## src/rtl/fc_pkg.sv

```systemverilog
// fc_pkg: shared FSM state type, width helper and output rounding/saturation for the FC stream engine.
package fc_pkg;
  typedef enum logic [2:0] {IDLE, FETCH, DRAIN, WRITE, DONE} fc_state_e;
  function automatic int clog2s(input int n);
    return (n <= 1) ? 1 : $clog2(n);
  endfunction
  // Adds the bias at accumulator scale, floors back to FRAC_WIDTH and clamps to the DATA_WIDTH range.
  function automatic logic signed [63:0] sat_round(input logic signed [63:0] acc, input logic signed [63:0] bias,
                                                   input int dw, input int fw);
    logic signed [63:0] s, hi, lo;
    s = (acc + (bias <<< fw)) >>> fw;
    hi = (64'sd1 <<< (dw - 1)) - 64'sd1;
    lo = -(64'sd1 <<< (dw - 1));
    return (s > hi) ? hi : (s < lo) ? lo : s;
  endfunction
endpackage

```

## src/rtl/fc_lane.sv

```systemverilog
// fc_lane: one MAC lane holding the running dot product and the neuron bias.
module fc_lane
  import fc_pkg::*;
#(
  parameter int DATA_WIDTH = 16,
  parameter int FRAC_WIDTH = 12,
  parameter int ACC_WIDTH  = 40
) (
  input  logic                         clk,
  input  logic                         rst,
  input  logic                         beat_vld,
  input  logic                         first,
  input  logic signed [DATA_WIDTH-1:0] x,
  input  logic signed [DATA_WIDTH-1:0] w,
  input  logic                         b_vld,
  input  logic signed [DATA_WIDTH-1:0] b,
  input  logic                         relu,
  output logic        [DATA_WIDTH-1:0] y
);
  logic signed [2*DATA_WIDTH-1:0] p;
  logic signed [ACC_WIDTH-1:0] acc_reg, prod;
  logic signed [DATA_WIDTH-1:0] bias_reg;
  logic signed [63:0] s;
  assign p = x * w;
  assign prod = ACC_WIDTH'(p);
  always_ff @(posedge clk or posedge rst) begin
    if (rst) begin
      acc_reg  <= '0;
      bias_reg <= '0;
    end else begin
      if (beat_vld) acc_reg <= first ? prod : acc_reg + prod;
      if (b_vld) bias_reg <= b;
    end
  end
  assign s = sat_round(64'(acc_reg), 64'(bias_reg), DATA_WIDTH, FRAC_WIDTH);
  assign y = (relu && s[63]) ? '0 : DATA_WIDTH'(s);
endmodule

```

## src/rtl/fc_stream_engine.sv

```systemverilog
// fc_stream_engine: K-lane fully-connected layer engine, y = act(W*x + b), streaming x/W/b reads and
// ready-gated K-wide result groups.
module fc_stream_engine
  import fc_pkg::*;
#(
  parameter int DATA_WIDTH = 16,
  parameter int FRAC_WIDTH = 12,
  parameter int ACC_WIDTH  = 40,
  parameter int IN_DIM     = 200,
  parameter int OUT_DIM    = 100,
  parameter int K          = 4,
  parameter int RD_LAT     = 1,
  localparam int XW  = clog2s(IN_DIM),
  localparam int WW  = clog2s(IN_DIM * OUT_DIM),
  localparam int BW  = clog2s(OUT_DIM),
  localparam int DCW = clog2s(RD_LAT + 1)
) (
  input  logic                  clk,
  input  logic                  rst,
  input  logic                  start,
  input  logic                  relu_en,
  output logic                  busy,
  output logic                  done,
  output logic                  x_req,
  output logic [XW-1:0]         x_addr,
  input  logic [DATA_WIDTH-1:0] x_data,
  output logic [K-1:0]          w_req,
  output logic [WW-1:0]         w_addr   [0:K-1],
  input  logic [DATA_WIDTH-1:0] w_data   [0:K-1],
  output logic [K-1:0]          b_req,
  output logic [BW-1:0]         b_addr   [0:K-1],
  input  logic [DATA_WIDTH-1:0] b_data   [0:K-1],
  output logic                  out_valid,
  input  logic                  out_ready,
  output logic [BW-1:0]         out_base,
  output logic [K-1:0]          out_mask,
  output logic [DATA_WIDTH-1:0] out_data [0:K-1]
);
  if (ACC_WIDTH < 2 * DATA_WIDTH + $clog2(IN_DIM) || ACC_WIDTH > 64) begin : g_acc_chk
    $error("ACC_WIDTH out of range");
  end
  fc_state_e state;
  logic [BW-1:0] base;
  logic [XW-1:0] in_idx;
  logic [DCW-1:0] drain_cnt;
  logic [RD_LAT-1:0] vld_pipe, first_pipe;
  logic relu, fetch, wr;
  logic [K-1:0] lane_ok;
  logic [DATA_WIDTH-1:0] lane_y [0:K-1];
  assign fetch = state == FETCH;
  assign wr = state == WRITE;
  assign busy = fetch || state == DRAIN || wr;
  assign done = state == DONE;
  assign x_req = fetch;
  assign x_addr = fetch ? in_idx : '0;
  assign out_valid = wr;
  assign out_base = wr ? base : '0;
  assign out_mask = wr ? lane_ok : '0;
  always_ff @(posedge clk or posedge rst) begin
    if (rst) begin
      state      <= IDLE;
      base       <= '0;
      in_idx     <= '0;
      drain_cnt  <= '0;
      relu       <= 1'b0;
      vld_pipe   <= '0;
      first_pipe <= '0;
    end else begin
      vld_pipe   <= RD_LAT'({vld_pipe, fetch});
      first_pipe <= RD_LAT'({first_pipe, fetch && in_idx == '0});
      case (state)
        IDLE: if (start) begin
          base   <= '0;
          in_idx <= '0;
          relu   <= relu_en;
          state  <= FETCH;
        end
        FETCH: begin
          in_idx    <= (in_idx == XW'(IN_DIM - 1)) ? '0 : in_idx + 1'b1;
          drain_cnt <= '0;
          if (in_idx == XW'(IN_DIM - 1)) state <= DRAIN;
        end
        DRAIN: begin
          drain_cnt <= drain_cnt + 1'b1;
          if (drain_cnt == DCW'(RD_LAT - 1)) state <= WRITE;
        end
        WRITE: if (out_ready) begin
          base  <= BW'(int'(base) + K);
          state <= (int'(base) + K >= OUT_DIM) ? DONE : FETCH;
        end
        default: state <= IDLE;
      endcase
    end
  end
  // Lanes past OUT_DIM see zero weight and bias, so they accumulate and output exactly 0.
  for (genvar k = 0; k < K; k++) begin : g_lane
    assign lane_ok[k] = int'(base) + k < OUT_DIM;
    assign w_req[k] = fetch && lane_ok[k];
    assign w_addr[k] = w_req[k] ? WW'((int'(base) + k) * IN_DIM + int'(in_idx)) : '0;
    assign b_req[k] = w_req[k] && in_idx == '0;
    assign b_addr[k] = b_req[k] ? BW'(int'(base) + k) : '0;
    fc_lane #(.DATA_WIDTH(DATA_WIDTH), .FRAC_WIDTH(FRAC_WIDTH), .ACC_WIDTH(ACC_WIDTH)) u_lane (
      .clk(clk), .rst(rst),
      .beat_vld(vld_pipe[RD_LAT-1]), .first(first_pipe[RD_LAT-1]),
      .x(x_data), .w(lane_ok[k] ? w_data[k] : '0),
      .b_vld(vld_pipe[RD_LAT-1] && first_pipe[RD_LAT-1]), .b(lane_ok[k] ? b_data[k] : '0),
      .relu(relu), .y(lane_y[k])
    );
    assign out_data[k] = out_mask[k] ? lane_y[k] : '0;
  end
endmodule
```

## config.mk

```make
export PLATFORM = sky130hd
export DESIGN_NAME = fc_stream_engine
export DESIGN_NICKNAME = d
export VERILOG_FILES = /design/src/rtl/fc_pkg.sv /design/src/rtl/fc_lane.sv /design/src/rtl/fc_stream_engine.sv
export SDC_FILE = /design/constraint.sdc
export NUM_CORES = 2
export LEC_CHECK = 0
export ABC_AREA = 0
export BUFFER_PORTS_ARGS = -buffer_cell sky130_fd_sc_hd__buf_2
export CAP_MARGIN = 20
export CELL_PAD_IN_SITES_DETAIL_PLACEMENT = 1
export CELL_PAD_IN_SITES_GLOBAL_PLACEMENT = 1
export CORE_MARGIN = 2
export CORE_UTILIZATION = 35
export CTS_BUF_LIST = sky130_fd_sc_hd__clkbuf_4 sky130_fd_sc_hd__clkbuf_8
export DETAILED_ROUTE_END_ITERATION = 10
export MAX_ROUTING_LAYER = met4
export PLACE_DENSITY_LB_ADDON = 0.1
export SLEW_MARGIN = 10
export SYNTH_ARGS = -nofsm -noshare
export SYNTH_HDL_FRONTEND = slang
export SYNTH_SLANG_ARGS = --single-unit
```

## constraint.sdc

```tcl
create_clock -name clk -period 12.2 [get_ports clk]
set_input_delay 0.61 -clock clk [delete_from_list [all_inputs] [get_ports clk]]
set_output_delay 0.61 -clock clk [all_outputs]
set_load 0.02 [all_outputs]
```

* Word level (Yosys, flattened, before mapping)
Cells that the tools add are included.
Storage, ports and cells: bits in registers 246, output and inout port bits 183
Operators by class: add/subtract/negate cells 18, $mul 8, $lt $le $gt $ge 13, equality and inequality tests 9, multiplexer cells 52, reduce and logical (&&, ||, !) cells 25
Operator list (number):
- $mux W64 | 8
- $mux W16 | 16
- $add A40 B28 Y41 | 4
- $add A40 B32 Y40 | 4
- $mux W40 | 4
- $mul A16 B16 Y32 | 4
- $gt A29 B16 Y1 const B | 4
- $lt A29 B16 Y1 const B | 4
- $lt A32 B8 Y1 const B | 3
- $mux W15 | 4
- $mux W7 | 7
- $add A15 B9 Y15 | 3
- $mul A8 B5 Y12 const B | 3
- $mux W8 | 3
- $add A7 B2 Y8 const B | 2
- $pmux W8 S2 | 1
- $add A15 B8 Y15 | 1
- $mux W3 | 5
- $logic_and A1 B1 Y1 | 14
- $pmux W7 S2 | 1
- $mul A7 B5 Y12 const B | 1
- $pmux W3 S4 | 1
- $add A7 B1 Y8 const B | 1
- $add A7 B3 Y8 const B | 1
- 19 further kinds | 26

* Longest topological paths before layout
word-level depth 7, mapped depth 43, mapped depth without buffers 39

* By module
From an unflattened synthesis, not the netlist that was laid out.
Unflattened totals: cell total of the unflattened synthesis 8455, area total of the unflattened synthesis 71523.6 µm²
By module, submodules not included:
- fc_lane (g_lane[0].u_lane ...) | times used 2, cells an instance 1918, area an instance 16425.8 µm²
- fc_lane (g_lane[3].u_lane) | times used 1, cells an instance 1896, area an instance 16387.0 µm²
- fc_lane (g_lane[2].u_lane) | times used 1, cells an instance 1884, area an instance 16200.5 µm²
- fc_stream_engine | times used 1, cells an instance 839, area an instance 6084.6 µm²

* Worst setup path before layout
OpenSTA, ideal clock, no wires.
kind reg-to-reg, start reg base[2], end reg g_lane[2].u_lane.acc_reg[39], arrival 10.141 ns, data required time 12.077 ns, path slack 1.936 ns, cell stages (with the launch flop) 40, path buffers 3, period minus slack after synthesis 10.264 ns, path through dfrtp_1 -> clkbuf_1 -> clkinv_1 -> ha_1 -> nor2b_1 -> o21ai_0 -> clkbuf_1 -> and2_1 -> clkbuf_1 -> nand2_1 -> inv_1 -> fa_1 -> inv_1 -> fa_1 -> inv_1 -> fa_1 -> fa_1 -> fa_1 -> [... 4 more ...] -> a21o_1 -> a21o_1 -> a21oi_1 -> a21bo_2 -> a31oi_1 -> a211oi_1 -> nor2_1 -> a211oi_1 -> ha_1 -> a21o_1 -> a21o_1 -> nor3_1 -> o211ai_1 -> and3_1 -> o31ai_1 -> mux2_2 -> o21ai_0 -> a21oi_1
On the way: longest elaborated chain between the ends 6
Ends and longest elaborated chain:
- from (decl) | RTL line fc_stream_engine.sv:43 | logic [BW-1:0] base;
- from (signal assigned) | RTL line fc_stream_engine.sv:88 | base <= BW'(int'(base) + K);
- $add A7 B2 Y8 *
- $lt A32 B8 Y1 * | RTL line fc_stream_engine.sv:97 | assign lane_ok[k] = int'(base) + k < OUT_DIM;
- $mux W16 * | RTL line fc_stream_engine.sv:105 | .x(x_data), .w(lane_ok[k] ? w_data[k] : '0),
- $mul A16 B16 Y32 * | RTL line fc_lane.sv:24 | assign p = x * w;
- $add A40 B32 Y40 | RTL line fc_lane.sv:31 | if (beat_vld) acc_reg <= first ? prod : acc_reg + prod;
- $mux W40 * | RTL line fc_lane.sv:31
- to (signal assigned) | RTL line fc_lane.sv:31
- to (decl) | RTL line fc_lane.sv:21 | logic signed [ACC_WIDTH-1:0] acc_reg, prod;
Every way passes the cells marked *; elsewhere a longest branch is shown, timed or not. A chain may end at the register's enable or synchronous reset.

* Final worst setup path
start reg base[3], end reg g_lane[3].u_lane.acc_reg[37]
On the way: longest elaborated chain between the ends 6
Ends and longest elaborated chain (RTL line):
- $add A7 B2 Y8 *
- $lt A32 B8 Y1 * | fc_stream_engine.sv:97
- $mux W16 * | fc_stream_engine.sv:105
- $mul A16 B16 Y32 * | fc_lane.sv:24
- $add A40 B32 Y40 | fc_lane.sv:31
- $mux W40 * | fc_lane.sv:31
- to (signal assigned) | fc_lane.sv:31
- to (decl) | fc_lane.sv:21
Marked as above.

==> impl_results.md <==
* Yosys cell types at 95
* WS Path Type: reg -> reg
* GRT Resource Usage Total at 24.1%
* CTS buffer count at 57
* Clock Skew at 74.2 ps
* Layout cells sized above 1 at 7.32%
* Die area at 197,000 µm²
* Hold_sp: b_data[30]
* Max reg flops at 160
* Syn Inst Count at 8,106
* Startpoint Class: flip-flop
* Final-report hold violation count at 0
* Global-route wire length before repair at 365 mm
* WL per Instance at 21.3 µm
* DRT Pass-1 Iters at 5
* Setup_tns at 0 ps
* Buffers on Ports at 325
* WL final at 230 mm
* Slew of the pin with the lowest slew margin at 1060 ps
* Number of global-route vias before repair at 63,000
* Std-Cell Rows at 161
* CTS max path bufs at 3
* Asr flop ratio synth at 100%
* Clk_lat worst skew at 790 ps
* Worst r2r src: base[3]
* Leading area contributor after synthesis: fa_1
* Max transition margin at 29.2%
* Crit path capture type: flip-flop
* RSZ-0062 raised after global routing: false
* Largest net degree at the start of global routing at 99
* Post-CTS Setup Bufs at 0
* Synth top area cells: fa_1 (31%), ha_1 (13%), dfrtp_1 (9.0%), inv_1 (7.2%), nand2_1 (5.0%)
* Total grt overflow at 0
* Share of the synthesized area in the top cell type at 31.4%
* ANT nets after route at 0
* Root buffer cell: clkbuf_8
* Syn-to-layout area delta at 8.56%
* Ports at 332
* Clock slew at reported path FFs at 60 ps
* Fin crit share at 92.5%
* Crit. Startpoint: base[3]
* Via count at 56,800
* Mean post-synth cell area at 8.37 µm²
* CTS Sinks at 244
* Status: completed
* Max-cap violations at 0
* Seq/Total Area, Yosys at 9.00%
* Max Clk Rate at 88.6 MHz
* Horiz. Die Dim at 444 µm
* Crit path top cell by count: inv_1
* EDFF count, synth at 0
* Ys Warns at 0
* Slowest-stage cell, CP: and2_0
* Vias per cell at 5.25
* Synth Register Bits at 244
* Critical Path RT at 12,910 ps
* Placeable Area at 193,000 µm²
* Post-Synthesis Cell Area at 67,900 µm²
* DRC at 0
* CP Max Fanout at 30
* TritonCTS clock tree: yes
* Final slew viol count at 0
* Gpl congestion at 0.873
* Die height at 444 µm
* Fin nets at 10,200
* Antenna violations before repair at 15
* Final setup fails at 0
* H-Tree Depth at 2
* DRT iter0 DRCs at 2,209
* Initial core utilization at 35.2%
* Post-DP HPWL at 186 mm
* Post-route minimum period at 11,290 ps
* Ys flop type: dfrtp_1
* Critical Path Max Stage Delay at 760 ps
* Crit path arrival time at 11,990 ps
* Hold crit path type: in -> reg
[cell usage after synthesis, types with 124 or more instances]
cell         n
nand2_1    902
dfrtp_1    244
ha_1       713
xor2_1     124
inv_1     1310
o21ai_0    217
xnor2_1    291
a21oi_1    556
and3_1     478
nor2_1     483
clkbuf_1   343
fa_1      1066
nand3_1    171
a21o_1     202
[through the flow]
step	setup WS, ps	utilization, %	instance area (µm²)	hold WS (ps)	cells
after global placement	1020	37.4	72100	457	10700
after detailed placement	787	37.4	72100	467	10700
after global routing	124	38.3	73700	38.4	10800
after CTS	789	38.2	73600	5.15	10800
final	910	38.3	73700	84.6	10800
after floorplan	1940	-	67900	445	8125
[critical path: cells and delay by family (launching register included)]
kind	cells	cell delay [ps]
and+or+nand+nor	9	2590
buffers and inverters	7	720
adders and majority gates	9	4040
DFF	1	550
xor gates and xnor gates	1	340
AOI/OAI and AO/OA	10	2930
[per-layer routing]
layer | part of all wire (%) | routed length, µm | vias up | global-route usage [%]
met4 | 2.4 | 5590 | 0 | 5.30
met1 | 43 | 98600 | 29100 | 29.3
met2 | 52 | 120000 | 746 | 43.6
li1 | - | - | 26700 | -
met5 | 0 | 0 | - | -
met3 | 2.3 | 5350 | 215 | 1.71
[kinds of logic after synthesis]
| logic type | after synthesis | synth area share, % |
|---|---|---|
| AND/OR/NAND/NOR | 2466 | 17.3 |
| adder cells (fa/ha/maj) | 1779 | 44.6 |
| buffers and inverters | 1697 | 9.44 |
| AO/OA/AOI/OAI | 1460 | 13.7 |
| XOR/XNOR | 415 | 5.35 |
| flip-flops | 244 | 9.00 |
| multiplexers | 43 | 0.673 |
| other | 2 | 0.0111 |
[path summary, 6_finish.rpt]
kind                                            endpoint  slack [ps]  depth (start not counted)
min                        g_lane[2].u_lane.bias_reg[14]          80                          3
max reg2reg                 g_lane[3].u_lane.acc_reg[37]         910                         36
min reg2reg                 g_lane[1].u_lane.bias_reg[4]         470                          2
max in group asynchronous    g_lane[0].u_lane.acc_reg[0]        9580                          5
max                         g_lane[3].u_lane.acc_reg[37]         910                         36
min in group asynchronous   g_lane[3].u_lane.bias_reg[5]         510                          3
[cells in the final DEF, fill, tap and decap left out, types with 202 or more instances in the layout]
cell / Yosys / final
a21o_1: 202 / 202
nor2_1: 483 / 480
xnor2_1: 291 / 291
ha_1: 713 / 713
dfrtp_1: 244 / 242
inv_1: 1310 / 1309
a21oi_1: 556 / 556
o21ai_0: 217 / 214
and3_1: 478 / 478
fa_1: 1066 / 1066
nand2_1: 902 / 901
buf_2: 2 / 325
[final cells by class]
type	instances	area [µm²]
multi-input cells	6184	55500
well taps	2526	3160
fillers	23000	119000
repair buffers	446	2680
inverters	1315	4940
flip-flops and latches	244	6110
clock inverters	10	163
clock buffers	91	1110
diodes	6	15.0
[timing repair]
| item | in CTS | in global routing |
|---|---|---|
| hold endpoints to repair | 50 | 0 |
| resized for setup | 0 | 0 |
| hold buffers | 28 | 0 |
Power is left out: the tool's default activity adds up to more than one toggle a clock period on the data nets, which glitch-free logic cannot reach.
